**config.mk**
```make
export PLATFORM = sky130hd
export DESIGN_NAME = uart_rx_param
export DESIGN_NICKNAME = d
export VERILOG_FILES = /design/src/rtl/uart_pkg.sv /design/src/rtl/uart_rx_sync.sv /design/src/rtl/uart_rx_param.sv
export SDC_FILE = /design/constraint.sdc
export NUM_CORES = 1
export LEC_CHECK = 0
export ABC_AREA = 1
export BUFFER_PORTS_ARGS = -buffer_cell sky130_fd_sc_hd__buf_2
export CAP_MARGIN = 20
export CORE_UTILIZATION = 35
export CTS_BUF_LIST = sky130_fd_sc_hd__clkbuf_4
export CTS_CLUSTER_SIZE = 25
export DETAILED_ROUTE_END_ITERATION = 12
export GPL_TIMING_DRIVEN = 1
export PLACE_DENSITY_LB_ADDON = 0.1
export SLEW_MARGIN = 20
export SYNTH_ARGS = -nofsm -noshare
export SYNTH_HDL_FRONTEND = slang
export SYNTH_SLANG_ARGS = --single-unit
```
**constraint.sdc**
```tcl
create_clock -name i_Clock -period 3.1 [get_ports i_Clock]
set_input_delay 0 -clock i_Clock [delete_from_list [all_inputs] [get_ports i_Clock]]
set_output_delay 0 -clock i_Clock [all_outputs]
set_load 0.01 [all_outputs]
```
**src/rtl/uart_pkg.sv**
```systemverilog
// Shared definitions for the parametrised UART receiver and transmitter.
package uart_pkg;

  // Receiver protocol states.
  typedef enum logic [2:0] {
    IDLE,
    START,
    DATA,
    PARITY,
    STOP,
    BREAK_WAIT
  } rx_state_e;

  // Parity mode encodings used by the PARITY_MODE parameter.
  localparam int PARITY_NONE = 0;
  localparam int PARITY_EVEN = 1;
  localparam int PARITY_ODD  = 2;

  // Width of a counter that runs 0 .. clks_per_bit-1.
  function automatic int cnt_width(input int clks_per_bit);
    return (clks_per_bit > 1) ? $clog2(clks_per_bit) : 1;
  endfunction

endpackage

```
**src/rtl/uart_rx_sync.sv**
```systemverilog
// Two-flop synchroniser for an asynchronous, idle-high input pin.
module uart_rx_sync (
  input  logic i_Clock,
  input  logic i_Reset,
  input  logic i_Async,
  output logic o_Sync
);

  logic meta;

  // Resynchronise the pin; both flops reset to the idle-high level.
  always_ff @(posedge i_Clock or posedge i_Reset) begin
    // NOTE: sequential state uses non-blocking assignments so every flop samples pre-edge values.
    if (i_Reset) begin
      meta   <= 1'b1;
      o_Sync <= 1'b1;
    end else begin
      meta   <= i_Async;
      o_Sync <= meta;
    end
  end

endmodule

```
**src/rtl/uart_rx_param.sv**
```systemverilog
// Parametrised UART receiver with 3-sample majority vote, parity and framing checks.
module uart_rx_param
  import uart_pkg::*;
#(
  parameter int CLKS_PER_BIT = 217,
  parameter int DATA_BITS    = 8,
  parameter int PARITY_MODE  = 0,
  parameter int STOP_BITS    = 1
) (
  input  logic                 i_Clock,
  input  logic                 i_Reset,
  input  logic                 i_RX_Input,
  output logic                 o_RX_Valid,
  output logic [DATA_BITS-1:0] o_RX_Byte,
  output logic                 o_Parity_Err,
  output logic                 o_Frame_Err,
  output logic                 o_Busy
);

  localparam int CW  = cnt_width(CLKS_PER_BIT);
  localparam int MID = (CLKS_PER_BIT - 1) / 2;

  localparam logic [CW-1:0] CNT_LAST = CW'(CLKS_PER_BIT - 1);
  localparam logic [CW-1:0] CNT_S0   = CW'(MID - 1);
  localparam logic [CW-1:0] CNT_S1   = CW'(MID);
  localparam logic [CW-1:0] CNT_DEC  = CW'(MID + 1);
  localparam logic [3:0]    LAST_BIT = 4'(DATA_BITS - 1);
  localparam logic          LAST_STP = 1'(STOP_BITS - 1);

  // Reject illegal configurations at elaboration.
  if (CLKS_PER_BIT < 8 || DATA_BITS < 5 || DATA_BITS > 9 ||
      PARITY_MODE < 0 || PARITY_MODE > 2 || STOP_BITS < 1 || STOP_BITS > 2) begin : g_bad_params
    $error("uart_rx_param: illegal parameter combination");
  end

  logic                 rx_s;
  rx_state_e            state_q, state_d;
  logic [CW-1:0]        cnt_q;
  logic                 samp_a_q, samp_b_q;
  logic                 vote, decide, last_stop;
  logic [3:0]           bit_idx_q;
  logic                 stop_idx_q;
  logic [DATA_BITS-1:0] shift_q;
  logic                 par_err_q, frm_err_q;

  uart_rx_sync u_sync (
    .i_Clock (i_Clock),
    .i_Reset (i_Reset),
    .i_Async (i_RX_Input),
    .o_Sync  (rx_s)
  );

  // Majority of the samples at MID-1, MID and MID+1; decision is taken at MID+1.
  always_comb begin
    decide    = (cnt_q == CNT_DEC);
    vote      = (samp_a_q & samp_b_q) | (samp_a_q & rx_s) | (samp_b_q & rx_s);
    last_stop = (stop_idx_q == LAST_STP);
  end

  // State register.
  always_ff @(posedge i_Clock or posedge i_Reset) begin
    if (i_Reset) state_q <= IDLE;
    else         state_q <= state_d;
  end

  // Next-state logic; state changes happen at bit decision points so frames can re-arm mid-stop-bit.
  always_comb begin
    // NOTE: default assignment first so no path through the case leaves state_d unassigned (no latch).
    state_d = state_q;
    case (state_q)
      IDLE:       if (!rx_s) state_d = START;
      START:      if (decide) state_d = vote ? IDLE : DATA;
      DATA:       if (decide && bit_idx_q == LAST_BIT)
                    state_d = (PARITY_MODE != PARITY_NONE) ? PARITY : STOP;
      PARITY:     if (decide) state_d = STOP;
      STOP:       if (decide && last_stop)
                    state_d = (frm_err_q || !vote) ? BREAK_WAIT : IDLE;
      BREAK_WAIT: if (rx_s) state_d = IDLE;
      default:    state_d = IDLE;
    endcase
  end

  assign o_Busy = (state_q != IDLE);

  // Bit timing, sampling, data shifting, error tracking and output registers.
  always_ff @(posedge i_Clock or posedge i_Reset) begin
    if (i_Reset) begin
      cnt_q        <= '0;
      samp_a_q     <= 1'b1;
      samp_b_q     <= 1'b1;
      bit_idx_q    <= '0;
      stop_idx_q   <= 1'b0;
      shift_q      <= '0;
      par_err_q    <= 1'b0;
      frm_err_q    <= 1'b0;
      o_RX_Valid   <= 1'b0;
      o_RX_Byte    <= '0;
      o_Parity_Err <= 1'b0;
      o_Frame_Err  <= 1'b0;
    end else begin
      o_RX_Valid <= 1'b0;

      if (state_q == IDLE || state_q == BREAK_WAIT) cnt_q <= '0;
      else if (cnt_q == CNT_LAST)                   cnt_q <= '0;
      else                                          cnt_q <= cnt_q + 1'b1;

      if (cnt_q == CNT_S0) samp_a_q <= rx_s;
      if (cnt_q == CNT_S1) samp_b_q <= rx_s;

      if (decide) begin
        case (state_q)
          START: begin
            bit_idx_q  <= '0;
            stop_idx_q <= 1'b0;
            par_err_q  <= 1'b0;
            frm_err_q  <= 1'b0;
          end
          DATA: begin
            shift_q   <= {vote, shift_q[DATA_BITS-1:1]};
            bit_idx_q <= bit_idx_q + 1'b1;
          end
          PARITY: par_err_q <= ((^shift_q) ^ vote) != (PARITY_MODE == PARITY_ODD);
          STOP: begin
            if (!vote) frm_err_q <= 1'b1;
            stop_idx_q <= stop_idx_q + 1'b1;
            if (last_stop) begin
              o_RX_Valid   <= 1'b1;
              o_RX_Byte    <= shift_q;
              o_Parity_Err <= par_err_q;
              o_Frame_Err  <= frm_err_q | ~vote;
            end
          end
          default: ;
        endcase
      end
    end
  end

endmodule

```
==> results of run 1 <==
[layout by cell type, fill, tap and decap left out, drive strengths merged]
master / Yosys / routed
nor3b: 1 / 1
nand4: 3 / 3
mux2i: 1 / 1
nor3: 8 / 8
nand3: 17 / 17
a21oi: 5 / 5
or2: 1 / 1
nor2: 20 / 20
dfrtp: 37 / 37
dlygate4sd3: 0 / 2
a31o: 1 / 1
nand2: 98 / 98
xnor2: 2 / 2
xor2: 2 / 2
clkinv: 1 / 5
clkbuf: 0 / 5
buf: 3 / 15
inv: 36 / 35
ha: 4 / 4
o211ai: 1 / 1
o21ai: 25 / 25
dfstp: 4 / 4
[cell type report]
type,instances,area (um2),share of cell area [%]
multi-input cells,189,1002,41.35
flip-flops and latches,41,1031,42.54
clock buffers,5,37.54,1.549
inverters,37,148.9,6.144
repair buffers,17,97.59,4.027
clock inverters,3,12.51,0.5163
well taps,75,93.84,3.872
[synthesized netlist by cell type]
master    count
nand3_1      15
nor3_1        6
nand2_2       1
inv_6         1
nand2_4       2
nand4_1       3
xnor2_1       2
nor3_4        2
nand3_2       1
dfstp_2       4
inv_1        33
nor2_2        1
nand3_4       1
a21oi_1       4
a21oi_4       1
o211ai_1      1
a31o_2        1
or2_2         1
nand2_1      95
o21ai_2      17
clkinv_4      1
inv_2         2
nor2_1       19
buf_6         3
mux2i_1       1
ha_1          4
xor2_1        2
nor3b_2       1
o21ai_0       8
dfrtp_1      37
[power breakdown]
group | internal (mW) | switching [mW]
clock network | 0.0824 | 0.176
logic | 0.00376 | 0.0112
registers | 0.537 | 0.00114
total | 0.623 | 0.188
[logic make-up (layout without fill, tap and decap cells)]
group           Yosys count  in the layout
compound gates           32             32
buf+inv                  40             62
simple gates            148            148
fa+ha+maj                 4              4
flops                    41             41
xor+xnor                  4              4
mux                       1              1
[sequential cells by signal, summed over array words and instances (netlist names), 3 cells and up]
register   cells
bit_idx_q      4
cnt_q          8
state_q        3
shift_q        8
o_RX_Byte      8
[timing repair]
item                                   in CTS  in global routing
resized for setup                           0                  0
hold buffers                                2                  0
endpoints found under the hold margin      38                  0
[routing by layer]
layer  GRT usage (%)  part of all wire, %
met5               0                    0
met4           3.684                 0.90
met3           3.556                  3.0
met2           24.58                   48
met1           17.46                   48
[per-stage QoR]
stage | worst slack, ns | std cells | area (um2) | util (%) | total power, mW
finish | 1.458 | 367 | 2424 | 40.22 | 0.8118
floorplan | 1.674 | 270 | 2216 | - | 0.5565
global route | 1.288 | 367 | 2424 | 40.22 | 0.8508
CTS | 1.432 | 367 | 2424 | 40.22 | 0.8315
detailed placement | 1.464 | 357 | 2354 | 39.06 | 0.5627
global placement | 1.473 | 357 | 2354 | 39.06 | 0.5624
[path summary, 6_finish.rpt]
check	endpoint	depth (start not counted)	from
setup / recovery	o_RX_Byte[4]	9	cnt_q[1]
hold / removal	u_sync.meta	2	i_RX_Input
setup reg to reg	o_RX_Byte[4]	9	cnt_q[1]
hold reg to reg	u_sync.o_Sync	0	u_sync.meta
max in group asynchronous	samp_b_q	4	i_Reset
min in group asynchronous	bit_idx_q[2]	4	i_Reset
[worst reg2reg max path: cells and delay by family, from the launching register on]
| family | cells | cell delay, ns |
|---|---|---|
| AND/OR/NAND/NOR | 4 | 0.69 |
| buffers and inverters | 3 | 0.24 |
| flip-flops | 1 | 0.41 |
| adder cells (fa/ha/maj) | 1 | 0.14 |
| AO/OA/AOI/OAI | 1 | 0.06 |
==> out/metrics.yaml, run 1 <==
timing:
  setup_violations: 0
  hold_ws_ns: 0.3014
  timing.final.crit_share_pct: 52.97
  maxSlewHeadroom_pct: 63.94
  clock.fmax_ghz: 0.6090
  worstMarginPinSlew_ns: 0.5353
  finClkSkew_ns: 0.007314
  finalHoldViolations: 0
  fin_crit_ns: 1.642
  setup_tns_ns: 0
  final_max_slew_viol_count: 0
  rsz0062_at_grt: "false"
drt:
  vias: 1675
  wirelength_um: 4117
  drtAntennaViolNets: 0
  dr.first_iter.drc_count: 38
  post_drt_wl_per_cell_um: 11.22
  drc_errors: 0
  vias_per_cell: 4.564
  first_pass_iters: 4
synth:
  synth.area.mux_share_pct: 0.4517
  synth_xor_xnor_area_share_pct: 1.581
  synth_largest_area_cell: "dfrtp_1"
  synthSimpleGateAreaFrac_pct: 30.04
  synth_area_leaders: "dfrtp_1, nand2_1, o21ai_2"
  ys_types: 30
  synth_area_per_cell_um2: 8.207
  synth_top_family_by_area: "simple AND/OR/NAND/NOR gates"
  synthAdderAreaFrac_pct: 2.259
  syn_area_um2: 2216
  ys_warn_count: 0
  ys_ff_latch: 41
  yosysSeqAreaShare_pct: 46.53
  synth_compound_area_share_pct: 10.90
  syn_inst: 270
  synth_fp_nets: 277
  yosysTopAreaCellShare_pct: 41.78
clock_network:
  htree_levels: 2
  post-cts-setup-buffers: 0
  max-clock-path-buffers: 2
  cts_buffers: 5
  clk_latency_ns: 0.34
  clkTransAtPathRegs_ns: 0.12
  clock_sinks: 41
  root_buffer: "clkbuf_4"
  cts_tree: "built"
setup_path:
  cp-start-kind: "flop"
  path_class: "flop to flop"
  crit_buf_inv: 3
  critPathArrivalTime_ns: 1.88
  rrSetupSlack_ns: 1.46
  cp_top_family: "simple AND/OR/NAND/NOR gates"
  cp_max_fo: 20
  slowest_delay_ns: 0.41
  endpoint_kind: "flop"
  required_ns: 3.34
  path_common_cell: "inv_1"
  worst_path_max_delay_cell: "dfrtp_1"
  crit_chain: "inv_1, ha_1, inv_1, nor2_2, nand2_4, inv_6, nand3_4, nand2_1, o21ai_2"
final_layout:
  diodes: 0
  area_growth_pct: 9.373
  drive_gt1_share_pct: 19.86
  nets: 298
  fill_cells: 644
grt:
  grt_max_degree: 42
  antenna_found_initial: 0
  gr-usage-all-layers_pct: 14.18
  first_global_vias: 1630
  grt-ovfl-total: 0
  grt_pass1_wl_um: 7189
floorplanning:
  die_width_um: 81.57
  core_area_um2: 6026
  dieArea_um2: 6654
  dieHeight_um: 81.57
  pin_count: 15
  start_util_pct: 36.77
  num_rows: 28
power_and_ir_drop:
  power_density_nw_per_um2: 335.0
  irDropWorstVdd_mv: 0.2476
  leakage_nw: 1.244
place:
  port-buffer-count: 14
  dp_hpwl_um: 2967
  globalplace.congestion: 0.7302
flow_run:
  maxCapViolCount: 0
worst_hold_path:
  hold_path.class: "input port to flop"
outcome:
  outcome: "finished, final reports clean"
(Power assumes the default switching activity.)
==> run 2: changes to the inputs <==
--- a/config.mk
+++ b/config.mk
@@ -5,7 +5,7 @@
 export SDC_FILE = /design/constraint.sdc
 export NUM_CORES = 1
 export LEC_CHECK = 0
-export ABC_AREA = 1
+export ABC_AREA = 0
 export BUFFER_PORTS_ARGS = -buffer_cell sky130_fd_sc_hd__buf_2
 export CAP_MARGIN = 20
 export CORE_UTILIZATION = 35
==> constraint.sdc (replaced) <==
create_clock -name i_Clock -period 1.55 [get_ports i_Clock]
set_input_delay 0 -clock i_Clock [delete_from_list [all_inputs] [get_ports i_Clock]]
set_output_delay 0 -clock i_Clock [all_outputs]
set_load 0.01 [all_outputs]
==> out/metrics.yaml, run 2 <==
place:
  dp_hpwl_um: 3190  # +7.5%
  dpl_cell_area_um2: 2516  # +6.9%
  globalplace.congestion: 0.8887  # +22%
  port-buffer-count: 14  # unchanged
synth:
  synth.most_common_cell: "dfrtp_1"
  synth_edf_count: 0  # unchanged
  ys_types: 48  # +60%
  synth_area_leaders: "dfrtp_1, mux2_4, mux2_2"
  synth_xor_xnor_area_share_pct: 6.145  # +4.6 points
  yosysSeqAreaShare_pct: 49.64  # +3.1 points
  synth_fp_nets: 183  # -34%
  synthAdderAreaFrac_pct: 2.892  # +0.63 points
  synth.area.mux_share_pct: 13.43  # +13 points
  synth_area_per_cell_um2: 11.80  # +44%
  yosysTopAreaCellShare_pct: 44.58  # +2.8 points
  synth_compound_area_share_pct: 11.20  # +0.31 points
  syn_inst: 176  # -35%
  ys_ff_latch: 41  # unchanged
  synthSimpleGateAreaFrac_pct: 13.98  # -16 points
  synth_largest_area_cell: "dfrtp_1"
  synth_top_family_by_area: "simple AND/OR/NAND/NOR gates"
  syn_area_um2: 2077  # -6.3%
  synthArstFlopShare_pct: 100.0  # unchanged
  synthTopCellsByCount: "dfrtp_1, mux2_2, nor2_1"
  ys_warn_count: 0  # unchanged
  synth_ff_type: "dfrtp_1"
setup_path:
  rr_endpoint: "o_RX_Byte[6]"
  required_ns: 1.80  # -1.54 ns
  endpoint_kind: "flop"
  startpoint: "cnt_q[4]"
  crit_end: "o_RX_Byte[6]"
  path_class: "flop to flop"
  rr_worst_depth: 4  # -5
  rrSetupSlack_ns: -0.25  # -1.71 ns
  critPathArrivalTime_ns: 2.04  # +0.16 ns
  cp_max_fo: 6  # -70%
  cp-start-kind: "flop"
  timing.rr.start: "cnt_q[4]"
grt:
  antenna_found_initial: 0  # unchanged
  gr-usage-all-layers_pct: 16.72  # +2.5 points
  grt_max_degree: 42  # unchanged
  grt-ovfl-total: 0  # unchanged
  grt_pass1_wl_um: 7976  # +11%
  first_global_vias: 1679  # +3.0%
timing:
  worstMarginPinSlew_ns: 0.5324  # -0.002917 ns
  hold_ws_ns: 0.2815  # -0.01988 ns
  rsz0062_at_grt: "true"
  timing.final.crit_share_pct: 116.0  # +63 points
  setup_slack_ns: -0.2477  # -1.706 ns
  clock.fmax_ghz: 0.5563  # -8.7%
  setup_violations: 24  # +24
  maxSlewHeadroom_pct: 64.51  # +0.57 points
  finalHoldViolations: 0  # unchanged
  final_max_slew_viol_count: 0  # unchanged
  fin_crit_ns: 1.798  # +0.1558 ns
  finClkSkew_ns: 0.01019  # +0.002878 ns
clock_network:
  cts_tree: "built"
  clk_latency_ns: 0.35  # about the same
  cts_buffers: 5  # unchanged
  max-clock-path-buffers: 2  # unchanged
  htree_levels: 2  # unchanged
  clock_sinks: 41  # unchanged
  clkTransAtPathRegs_ns: 0.12  # about the same
  root_buffer: "clkbuf_4"
final_layout:
  multiInputGateArea_um2: 1205  # +20%
  drive_gt1_share_pct: 47.86  # +28 points
  fill_cells: 512  # -20%
  seq_area_um2: 1033  # +0.24%
  top_regs: "cnt_q x8, o_RX_Byte x8, shift_q x8"
  area_growth_pct: 36.45
  finalInstanceArea_um2: 2834  # +17%
  diodes: 0  # unchanged
  nets: 240  # -19%
  post-route-util_pct: 50.54  # +10 points
  final_common_cell: "dfrtp_1"
  final_cell_mix: "dfrtp_1, buf_4, mux2_4, buf_2, nor2_1"
power_and_ir_drop:
  power_mw: 1.665  # +110%
  irDropWorstVdd_mv: 0.2411  # -2.6%
  leakage_nw: 1.305  # +4.9%
  power_density_nw_per_um2: 587.3  # +75%
drt:
  dr.first_iter.drc_count: 61  # +61%
  wirelength_um: 4762  # +16%
  vias_per_cell: 5.222  # +14%
  first_pass_iters: 4  # unchanged
  post_drt_wl_per_cell_um: 15.56  # +39%
  drc_errors: 0  # unchanged
  vias: 1598  # -4.6%
  drtAntennaViolNets: 0  # unchanged
floorplanning:
  core_area_um2: 5608  # -6.9%
  die_width_um: 79.04  # -3.1%
  start_util_pct: 37.04  # +0.26 points
  num_rows: 27  # -3.6%
  pin_count: 15  # unchanged
  dieHeight_um: 79.04  # -3.1%
  dieArea_um2: 6247  # -6.1%
outcome:
  violations: "negative setup slack"
  outcome: "complete, but fails checks"
worst_hold_path:
  hold_path.class: "input port to flop"
flow_run:
  maxCapViolCount: 0  # unchanged
==> run 2: worst min path at each step <==
stage,start,end,cells after the start
finish,i_RX_Input,u_sync.meta,2
global route,i_RX_Input,u_sync.meta,2
CTS,i_RX_Input,u_sync.meta,2
detailed placement,i_RX_Input,u_sync.meta,1
global placement,i_RX_Input,u_sync.meta,1
floorplan,i_RX_Input,u_sync.meta,0
==> run 2: timing repair <==
| action | 4_1_cts | 5_1_grt |
|---|---|---|
| hold buffers | 2 | 0 |
| setup endpoints to repair | 35 | 36 |
| setup buffers | 2 | 3 |
| gates cloned | 1 | 0 |
| pin swaps | 3 | 6 |
| gates resized for setup | 16 | 25 |
| endpoints found under the hold margin | 38 | 0 |
==> run 2: kinds of logic (layout without fill, tap and decap cells) <==
logic type      Yosys count  in the layout
compound gates           33             33
xor+xnor                 13             13
fa+ha+maj                 5              5
buf+inv                  13             70
flops                    41             41
mux                      22             22
simple gates             49             50
==> run 2: layout make-up <==
| type | count | share of cell area [%] |
|---|---|---|
| Clock buffer | 6 | 1.589 |
| Timing Repair Buffer | 55 | 14.92 |
| Tap cell | 72 | 3.179 |
| Sequential cell | 41 | 36.47 |
| Multi-Input combinational cell | 123 | 42.52 |
| Clock inverter | 2 | 0.3974 |
| Inverter | 7 | 0.9272 |
==> run 2: stage by stage <==
stage	setup slack [ns]	TNS, ns	std cells
after floorplan	-0.3219	-5.531	176
after global routing	-0.3002	-5.738	306
after CTS	-0.2582	-4.101	304
after global placement	-0.2488	-4.487	292
final	-0.2477	-4.038	306
after detailed placement	-0.2661	-4.784	292
==> run 2: critical path: stages (launching register included) <==
cell and delay [ns]:
dfrtp_1 0.39, and4bb_4 0.36, nand3_4 0.09, or4_4 0.52, mux2_4 0.33
==> run 2: report_power, final <==
group | total (mW) | switching [mW] | internal (mW)
clock | 0.552 | 0.362 | 0.191
combinational | 0.0361 | 0.0253 | 0.0108
sequential | 1.08 | 0.00162 | 1.07
==> run 2: metal layers <==
layer	GRT usage (%)	part of all wire [%]
met2	28.62	52
met4	6.727	2.3
met3	3.103	2.5
met1	20.62	43
met5	0	0
==> run 3: changes to the inputs <==
--- a/config.mk
+++ b/config.mk
@@ -12,9 +12,11 @@
 export CTS_BUF_LIST = sky130_fd_sc_hd__clkbuf_4
 export CTS_CLUSTER_SIZE = 25
 export DETAILED_ROUTE_END_ITERATION = 12
+export GPL_ROUTABILITY_DRIVEN = 0
 export GPL_TIMING_DRIVEN = 1
 export PLACE_DENSITY_LB_ADDON = 0.1
 export SLEW_MARGIN = 20
 export SYNTH_ARGS = -nofsm -noshare
 export SYNTH_HDL_FRONTEND = slang
+export SYNTH_HIERARCHICAL = 1
 export SYNTH_SLANG_ARGS = --single-unit
==> out/metrics.yaml, run 3 <==
place:
  port-buffer-count: 14  # unchanged
  dp_hpwl_um: 2935  # -8.0%
  post-place-ws_ns: -0.07360  # +0.1925 ns
  dp.cells: 279  # -4.5%
timing:
  finalHoldViolations: 0  # unchanged
  setup_tns_ns: -0.6995  # +3.339 ns
  setup_violations: 12  # -50%
  maxSlewHeadroom_pct: 66.62  # +2.1 points
  rsz0062_at_grt: "true"
  worstMarginPinSlew_ns: 0.5007  # -0.03174 ns
  fin_crit_ns: 1.628  # -0.1693 ns
  clock.fmax_ghz: 0.6141  # +10%
  timing.final.crit_share_pct: 105.1  # -11 points
  setup_slack_ns: -0.07845  # +0.1693 ns
  hold_ws_ns: 0.2195  # -0.06205 ns
  finClkSkew_ns: 0.01444  # +0.004253 ns
  final_max_slew_viol_count: 0  # unchanged
setup_path:
  crit_chain: "and4bb_1, nand3_4, nor4_4, buf_12, mux2_2"
  endpoint_kind: "flop"
  cp-start-kind: "flop"
  slowest_delay_ns: 0.41  # -0.11 ns
  cp_max_fo: 10  # +4
  worst_path_max_delay_cell: "dfrtp_1"
  critPathArrivalTime_ns: 1.86  # -0.18 ns
  crit_buf_inv: 1  # +1
  timing.rr.start: "cnt_q[7]"
  path_class: "flop to flop"
  critical_path_depth: 5  # +1
  cp_top_family: "simple AND/OR/NAND/NOR gates"
  startpoint: "cnt_q[7]"
  rr_worst_depth: 5  # +1
  required_ns: 1.79  # about the same
synth:
  synth_area_leaders: "dfrtp_1, mux2_2, dfstp_2"
  ys_types: 45  # -6.3%
  yosysTopAreaCellShare_pct: 46.45  # +1.9 points
  ys_ff_latch: 41  # unchanged
  syn_area_um2: 1993  # -4.0%
  syn_inst: 172  # -2.3%
  synth_largest_area_cell: "dfrtp_1"
  synth_ff_type: "dfrtp_1"
  synthArstFlopShare_pct: 100.0  # unchanged
  ys_warn_count: 6  # +6
  synth_fp_nets: 179  # -2.2%
  yosysSeqAreaShare_pct: 51.73  # +2.1 points
  synthTopCellsByCount: "dfrtp_1, mux2_2, nand2_1"
  synth.most_common_cell: "dfrtp_1"
  synth_edf_count: 0  # unchanged
  synth_area_per_cell_um2: 11.59  # -1.8%
final_layout:
  top_regs: "cnt_q x8, o_RX_Byte x8, shift_q x8"
  drive_gt1_share_pct: 40.45  # -7.4 points
  area_growth_pct: 27.24
  seq_area_um2: 1033  # unchanged
  multiInputGateArea_um2: 952.2  # -21%
  fill_cells: 512  # unchanged
  fin_cells: 292  # -4.6%
  nets: 226  # -5.8%
  final_cell_mix: "dfrtp_1, buf_4, mux2_2, buf_2, nand2_1"
  diodes: 0  # unchanged
  final_common_cell: "dfrtp_1"
drt:
  wirelength_um: 3980  # -16%
  dr.first_iter.drc_count: 38  # -38%
  post_drt_wl_per_cell_um: 13.63  # -12%
  drtAntennaViolNets: 0  # unchanged
  first_pass_iters: 4  # unchanged
  vias: 1427  # -11%
  drc_errors: 0  # unchanged
  vias_per_cell: 4.887  # -6.4%
clock_network:
  htree_levels: 2  # unchanged
  clk_latency_ns: 0.34  # about the same
  root_buffer: "clkbuf_4"
  clkTransAtPathRegs_ns: 0.13  # about the same
  cts_buffers: 5  # unchanged
  clock_sinks: 41  # unchanged
  cts_tree: "built"
  max-clock-path-buffers: 2  # unchanged
grt:
  antenna_found_initial: 0  # unchanged
  grt_pass1_wl_um: 6782  # -15%
  first_global_vias: 1437  # -14%
  grt_max_degree: 40  # -4.8%
  grt-ovfl-total: 0  # unchanged
  gr-usage-all-layers_pct: 14.60  # -2.1 points
floorplanning:
  dieHeight_um: 77.47  # -2.0%
  core_area_um2: 5507  # -1.8%
  num_rows: 27  # unchanged
  start_util_pct: 36.20  # -0.84 points
  dieArea_um2: 6001  # -3.9%
  pin_count: 15  # unchanged
  die_width_um: 77.47  # -2.0%
power_and_ir_drop:
  power_density_nw_per_um2: 714.2  # +22%
  irDropWorstVdd_mv: 0.5188  # +120%
  power_mw: 1.811  # +8.8%
  leakage_nw: 1.200  # -8.0%
flow_run:
  maxCapViolCount: 0  # unchanged
worst_hold_path:
  hold_path.class: "input port to asynchronous set/reset pin"
outcome:
  violations: "negative setup slack"
  outcome: "complete, but fails checks"
run 3: per-layer routing:
layer  part of all wire, %  GRT usage, %  vias to the layer above
met3                   3.7         3.647                        9
met2                    48         24.07                       21
met5                     0             0                        -
met4                   1.6         5.094                        0
li1                      -             -                      697
met1                    47         18.57                      700
run 3: final cells by class:
class                   count  area share [%]
clock buffers               6           1.776
clock inverters             2           1.332
inverters                   8           1.184
multi-input cells         116           37.54
flip-flops and latches     41           40.75
well taps                  72           3.552
repair buffers             47           13.86
run 3: timing repair:
action / CTS / global route
pin swaps: 2 / 2
hold buffers: 2 / 0
setup buffers: 0 / 3
endpoints found under the setup margin: 27 / 30
resized for setup: 4 / 11
gates cloned: 0 / 0
endpoints found under the hold margin: 40 / 0
run 3: final timing paths:
check / endpoint / slack [ns]
setup / recovery: o_RX_Byte[2] / -0.08
hold reg to reg: u_sync/o_Sync / 0.36
min in group i_Clock: u_sync/meta / 0.30
hold / removal: u_sync/meta / 0.22
max in group asynchronous: samp_a_q / 0.87
setup reg to reg: o_RX_Byte[2] / -0.08
run 3: logic make-up after synthesis:
logic type                 share of synthesized area (%)
AOI/OAI and AO/OA                                  8.538
adders and majority gates                          3.013
and+or+nand+nor                                    15.51
buffers and inverters                              3.201
DFF                                                51.73
xor gates and xnor gates                           7.282
muxes                                              10.73
run 3: tightest hold or removal path, cell delays in order:
cell	delay [ns]
dlygate4sd3_1	0.52
buf_2	0.12
inv_1	0.07
run 3: per-stage QoR:
| stage | instance area (um2) | util, % |
|---|---|---|
| final | 2536 | 46.06 |
| after global routing | 2536 | 46.06 |
| after floorplan | 1998 | - |
| after CTS | 2464 | 44.74 |
| after detailed placement | 2345 | 42.58 |
| after global placement | 2345 | 42.58 |
run 3: report_power, final:
group          switching [mW]  internal (mW)
combinational          0.0247        0.00933
sequential            0.00146           1.07
clock                   0.348          0.354
total                   0.374           1.44
